==> config.mk <==
export PLATFORM = sky130hd
export DESIGN_NAME = icg_reg_bank
export DESIGN_NICKNAME = d
export VERILOG_FILES = /design/src/rtl/icg_pkg.sv /design/src/rtl/icg_cell.sv /design/src/rtl/icg_reg_bank.sv
export SDC_FILE = /design/constraint.sdc
export NUM_CORES = 1
export LEC_CHECK = 0
export ABC_AREA = 1
export CAP_MARGIN = 5
export CORE_UTILIZATION = 41
export CTS_CLUSTER_SIZE = 28
export DETAILED_ROUTE_END_ITERATION = 12
export PLACE_DENSITY = 0.77
export SLEW_MARGIN = 20
export SYNTH_ARGS = -nofsm -noshare
export SYNTH_HDL_FRONTEND = slang
export SYNTH_SLANG_ARGS = --single-unit
export TNS_END_PERCENT = 30
==> constraint.sdc <==
create_clock -name clk -period 1.7 [get_ports clk]
set_input_delay 0.17 -clock clk [delete_from_list [all_inputs] [get_ports clk]]
set_output_delay 0.17 -clock clk [all_outputs]
set_load 0.005 [all_outputs]
==> src/rtl/icg_pkg.sv <==
// ---------------------------------------------------------------------------
// icg_pkg
// Shared types and helpers for the clock-gated register bank.
//   icg_state_e : per-channel gating FSM state (RUN / HOLD / GATED)
//   STAT_W      : width of the optional per-channel gated-cycle counters
//   cnt_width() : width of the idle hysteresis counter for a given IDLE_CYC
// ---------------------------------------------------------------------------
package icg_pkg;

  typedef enum logic [1:0] {
    RUN   = 2'd0,
    HOLD  = 2'd1,
    GATED = 2'd2
  } icg_state_e;

  localparam int STAT_W = 16;

  // The counter must hold values up to IDLE_CYC-1. It is kept at least
  // one bit wide so IDLE_CYC=0 (gate immediately) still elaborates.
  function automatic int cnt_width(input int idle_cyc);
    return (idle_cyc < 2) ? 1 : $clog2(idle_cyc);
  endfunction

endpackage : icg_pkg

==> src/rtl/icg_cell.sv <==
// ---------------------------------------------------------------------------
// icg_cell
// Latch-based integrated clock gate. The enable is captured by a latch that
// is transparent while clk is low and holds while clk is high, so gclk can
// only start or stop at a clk rising edge and never glitches.
// Kept as its own module so synthesis can swap in the library ICG cell.
// Ports:
//   clk      in  free-running clock
//   en       in  functional enable
//   test_en  in  scan/test override, forces the clock on
//   gclk     out gated clock
// ---------------------------------------------------------------------------
module icg_cell (
  input  logic clk,
  input  logic en,
  input  logic test_en,
  output logic gclk
);

  logic en_lat;

  // NOTE: this latch is intentional (it is the ICG). It is written with a
  // blocking assignment because it is level-sensitive logic, not an
  // edge-triggered register.
  always_latch begin
    if (!clk) en_lat = en | test_en;
  end

  assign gclk = en_lat & clk;

endmodule : icg_cell

==> src/rtl/icg_reg_bank.sv <==
// ---------------------------------------------------------------------------
// icg_reg_bank
// Bank of NCH independently clock-gated W-bit registers. Each channel
// registers its activity request (act_r); a RUN/HOLD/GATED FSM with an
// idle hysteresis counter decides when that channel's clock may be stopped,
// so a channel that idles only briefly keeps its clock and does not chatter.
//
// Parameters:
//   NCH       number of channels
//   W         data width per channel
//   IDLE_CYC  idle cycles tolerated before gating (0 = gate immediately)
// Ports:
//   clk           in   free-running clock
//   rst           in   synchronous active-high reset (hold >= 2 cycles)
//   test_en       in   forces every channel clock on
//   in_vld        in   [NCH]   per-channel load request
//   d             in   [NCH*W] channel data, channel i = d[i*W +: W]
//   q             out  [NCH*W] registered data, clocked by gclk[i]
//   gated         out  [NCH]   1 = channel clock currently stopped
//   gated_cycles  out  [NCH*16] saturating gated-cycle counts
//                               (present only with ICG_STATS_EN defined)
// Build option: define ICG_STATS_EN to add the gated_cycles counters.
// ---------------------------------------------------------------------------
module icg_reg_bank
  import icg_pkg::*;
#(
  parameter int NCH      = 4,
  parameter int W        = 8,
  parameter int IDLE_CYC = 3
) (
  input  logic             clk,
  input  logic             rst,
  input  logic             test_en,
  input  logic [NCH-1:0]   in_vld,
  input  logic [NCH*W-1:0] d,
  output logic [NCH*W-1:0] q,
  output logic [NCH-1:0]   gated
`ifdef ICG_STATS_EN
  ,
  output logic [NCH*STAT_W-1:0] gated_cycles
`endif
);

  localparam int CNT_W = cnt_width(IDLE_CYC);
  localparam logic [CNT_W-1:0] CNT_LOAD =
    (IDLE_CYC == 0) ? '0 : CNT_W'(IDLE_CYC - 1);

  logic [NCH-1:0] act_r;
  logic [NCH-1:0] gclk;

  // Activity register runs on the free clock so a gated channel can wake.
  // NOTE: sequential state uses non-blocking assignments so every flop
  // samples the pre-edge value of every other flop.
  always_ff @(posedge clk) begin
    if (rst) act_r <= '0;
    else     act_r <= in_vld;
  end

  for (genvar i = 0; i < NCH; i++) begin : g_ch

    icg_state_e       state, state_nxt;
    logic [CNT_W-1:0] cnt, cnt_nxt;
    logic             en;
    logic [W-1:0]     q_r;

    always_ff @(posedge clk) begin
      if (rst) begin
        state <= RUN;
        cnt   <= '0;
      end else begin
        state <= state_nxt;
        cnt   <= cnt_nxt;
      end
    end

    // NOTE: every output of this block gets a default first, so no path
    // leaves a value unassigned and no latch is inferred.
    always_comb begin
      state_nxt = state;
      cnt_nxt   = cnt;
      unique case (state)
        RUN: begin
          if (!act_r[i]) begin
            if (IDLE_CYC == 0) begin
              state_nxt = GATED;
            end else begin
              state_nxt = HOLD;
              cnt_nxt   = CNT_LOAD;
            end
          end
        end
        HOLD: begin
          // Activity wins over expiry when both happen together.
          if (act_r[i])        state_nxt = RUN;
          else if (cnt == '0)  state_nxt = GATED;
          else                 cnt_nxt   = cnt - CNT_W'(1);
        end
        GATED: begin
          if (act_r[i]) state_nxt = RUN;
        end
        default: state_nxt = RUN;
      endcase
    end

    // rst is in the enable so the synchronous clear always reaches q.
    assign en = rst | act_r[i] | (state != GATED);

    icg_cell u_icg (
      .clk     (clk),
      .en      (en),
      .test_en (test_en),
      .gclk    (gclk[i])
    );

    // NOTE: the data registers are reset; the bank's contents are
    // architecturally visible, so they must start from a known value.
    always_ff @(posedge gclk[i]) begin
      if (rst)           q_r <= '0;
      else if (act_r[i]) q_r <= d[i*W +: W];
    end

    assign q[i*W +: W] = q_r;

    // The clock is not stopped while test_en holds it on, even though the
    // FSM itself stays in GATED.
    assign gated[i] = (state == GATED) & ~act_r[i] & ~test_en;

`ifdef ICG_STATS_EN
    logic [STAT_W-1:0] stat;

    always_ff @(posedge clk) begin
      if (rst)                        stat <= '0;
      else if (gated[i] && stat != '1) stat <= stat + STAT_W'(1);
    end

    assign gated_cycles[i*STAT_W +: STAT_W] = stat;
`endif

  end : g_ch

endmodule : icg_reg_bank

==> metrics.md <==
| Metric | Value |
|---|---|
| Synth Area in Compound Gates | `9.69%` |
| Iter 0 DRT Violations | `96` |
| Post-synthesis simple-gate area fraction | `28.1%` |
| Max Cap Viol | `0` |
| Syn Inst Count | `280` |
| First-pass GRT wire length | `9.06 mm` |
| Register share of total power | `36.5%` |
| Wirelength per Cell | `11.8 um` |
| Number of inserted diodes | `0` |
| Via count | `2241` |
| Largest net degree at the start of global routing | `19` |
| CTS tree | `done` |
| Unique masters post-synth | `21` |
| Critical R2R Launch | `g_ch[2].state[0]` |
| Most frequent cell after synthesis | `nor2_1` |
| Yosys top cell area share | `49.1%` |
| Largest fanout on the critical path | `1` |
| Min-delay src | `in_vld[1]` |
| First drt pass iteration count | `5` |
| Net Sw Frac | `27.8%` |
| Core area | `0.00485 mm^2` |
| Busiest grt layer | `met2` |
| Clock skew | `0.0299 ns` |
| RSZ-0062 raised after global routing | `yes` |
| GPL Wtd Cong | `0.775` |
| Least-Margin Pin Slew | `0.233 ns` |
| Most common library cells after synthesis | `nor2_1 (95), dfxtp_1 (52), nand2_1 (30)` |
| Fin nets | `450` |
| CTS Hold Bufs | `0` |
| Die W | `73.9 um` |
| Synth area leader | `dfxtp_1` |
| Clock network power share | `50.8%` |
| DP Cell Count | `423` |
| Grt ovf | `0` |
| Avg Cell Area, Syn | `7.57 um^2` |
| Crit path kind | `latch to clock gate` |
| Post-CTS Setup Inserts | `0` |
| GRT Util Overall | `22.5%` |
| Largest family of logic cells by synthesized area | `simple AND/OR/NAND/NOR gates` |
| Nature of the critical path startpoint | `latch` |
| Worst Path Arrival | `1.90 ns` |
| Synthesis-to-finish area growth | `58.8%` |
| Layout Cells excl Fill | `473` |
| Worst reg-to-reg setup slack | `0.18 ns` |
| EDFF count, synth | `0` |
| P_leak | `1.62 nW` |
| Post-Synth Adder-Cell Area | `2.36%` |
| Critical path capture point type | `clock gate` |
| Synth Register Bits | `56` |
| Met2 GRT Util | `36.5%` |
| Final WL | `5.59 mm` |
| Switching power | `0.00110 W` |
| Hold/Removal Path Class | `input pin to flip-flop` |
| XOR/XNOR Fraction of Synth Area | `0%` |
| Synth Flop Type | `dfxtp_1` |
| Grt met1 use | `22.6%` |
| Die Span Y | `73.9 um` |
| Post-Layout Inst Area | `0.00336 mm^2` |
| Yosys warnings | `0` |
| Vias/cell | `4.74` |
| Hold Vio Cnt, Final | `0` |
| Fraction of layout cells with a size suffix above 1 | `11.6%` |
| Combinational fraction of design power | `12.7%` |
| Rel. slew slack | `84.4%` |
| Endpoints failing setup | `0` |
| Worst-path clk slew | `0.09 ns` |
| Initial core utilization | `43.7%` |
| Post-Syn Nets | `323` |
| Initial antenna violation count | `0` |
| ANT nets after route | `0` |
| Post-route DRC | `0` |
| I/O pins | `75` |
| Num rows | `25` |
| Internal power | `0.00286 W` |
| WP data required | `1.92 ns` |
| Place WS | `0 ns` |
| DIE AREA | `0.00546 mm^2` |
| Slew Limit Fails | `0` |
| Top post-synthesis cells by area | `dfxtp_1 (49%), nor2_1 (17%), o21ai_0 (6.9%)` |
| Final Power | `0.00396 W` |
| Worst setup margin | `0.0174 ns` |
| PortBufs | `74` |
| Vias in the first global route | `2251` |
| Post-synthesis cell area | `0.00212 mm^2` |
| Placed Area | `0.00296 mm^2` |
| Fin Hold WS | `0.0960 ns` |
| DPL Wire Length | `3.87 mm` |
| Asr flop ratio synth | `0%` |
| Post-synthesis mux area share | `0%` |
| Grt met3 use | `9.88%` |
| Max IR drop VDD | `922 uV` |
| Clock Latency Late Sink | `0.61 ns` |
| Outcome | `finished clean` |
| PD cells | `1180 mW/mm^2` |
| Setup crit start | `g_ch[2].u_icg.en_lat` |
==> final cells by class <==
cell class                      instances  area [um^2]
Clock inverter                         32          120
Clock buffer                           22          293
Sequential cell                        56         1110
Tap cell                               67         83.8
Multi-Input combinational cell        189          856
Timing Repair Buffer                   85          821
Inverter                               22         82.6
Fill cell                             401         1490
==> through the flow <==
step / util, % / setup TNS [ns]
5_1_grt: 69.4 / -0.0156
3_3_place_gp: 61.0 / 0
2_1_floorplan: - / 0
4_1_cts: 69.3 / -0.214
3_5_place_dp: 61.0 / 0
6_report: 69.4 / 0
==> power by group through the flow <==
stage | sequential [W] | combinational (W) | clock [W]
2_1_floorplan | 0.00146 | 0.000243 | 0.000166
3_3_place_gp | 0.00146 | 0.000488 | 0.000166
3_5_place_dp | 0.00146 | 0.000502 | 0.000166
4_1_cts | 0.00144 | 0.000506 | 0.00207
5_1_grt | 0.00145 | 0.000567 | 0.00219
6_report | 0.00144 | 0.000504 | 0.00201
==> final timing paths <==
kind	end	cells after the start
setup / recovery	clock gate	0
hold / removal	act_r[1]	3
hold reg to reg	g_ch[0].cnt[1]	2
setup reg to reg	g_ch[2].u_icg.en_lat	4
min in group gated	clock gate	0
max in group clk	q[12]	1
==> placed cells by master (no fill, tap or decap) <==
cell type        instances
a21oi_1                  9
buf_4                   11
clkbuf_1                 1
clkbuf_2                 1
clkbuf_8                21
clkdlybuf4s15_1          2
clkdlybuf4s50_1         70
clkinv_1                 4
dfxtp_1                 49
dfxtp_2                  3
dlxtn_1                  2
dlxtn_2                  2
dlymetal6s2s_1           1
ha_1                     4
inv_1                   49
inv_2                    1
nand2_1                 30
nand2_2                  2
nand3_1                 11
nand3b_1                 2
nor2_1                  93
nor2_2                   2
nor2_4                   3
nor3_2                   1
o21ai_0                 29
o21ai_1                  3
==> state kept, by name (all words and copies together), names as in the netlist <==
| signal | cells |
|---|---|
| g_ch.q_r | 32 |
| g_ch.cnt | 8 |
| g_ch.state | 8 |
| act_r | 4 |
| g_ch.u_icg.en_lat | 4 |
==> routing by layer <==
metal  up-vias  routed length (um)
met3        14                 352
met2        90                2780
met5         -                   0
met1      1015                2360
li1       1122                   -
met4         0                  89
==> timing repair <==
item	CTS	global route
pin swaps	0	1
gates resized for setup	9	6
cloned	0	0
setup endpoints to repair	5	7
==> kinds of logic (layout without fill, tap and decap cells) <==
kind of cell / Yosys count / count (layout)
latches: 4 / 4
fa+ha+maj: 4 / 4
buf+inv: 35 / 161
simple gates: 144 / 144
compound gates: 41 / 41
flops: 52 / 52
Power figures use the tool's default switching activity.
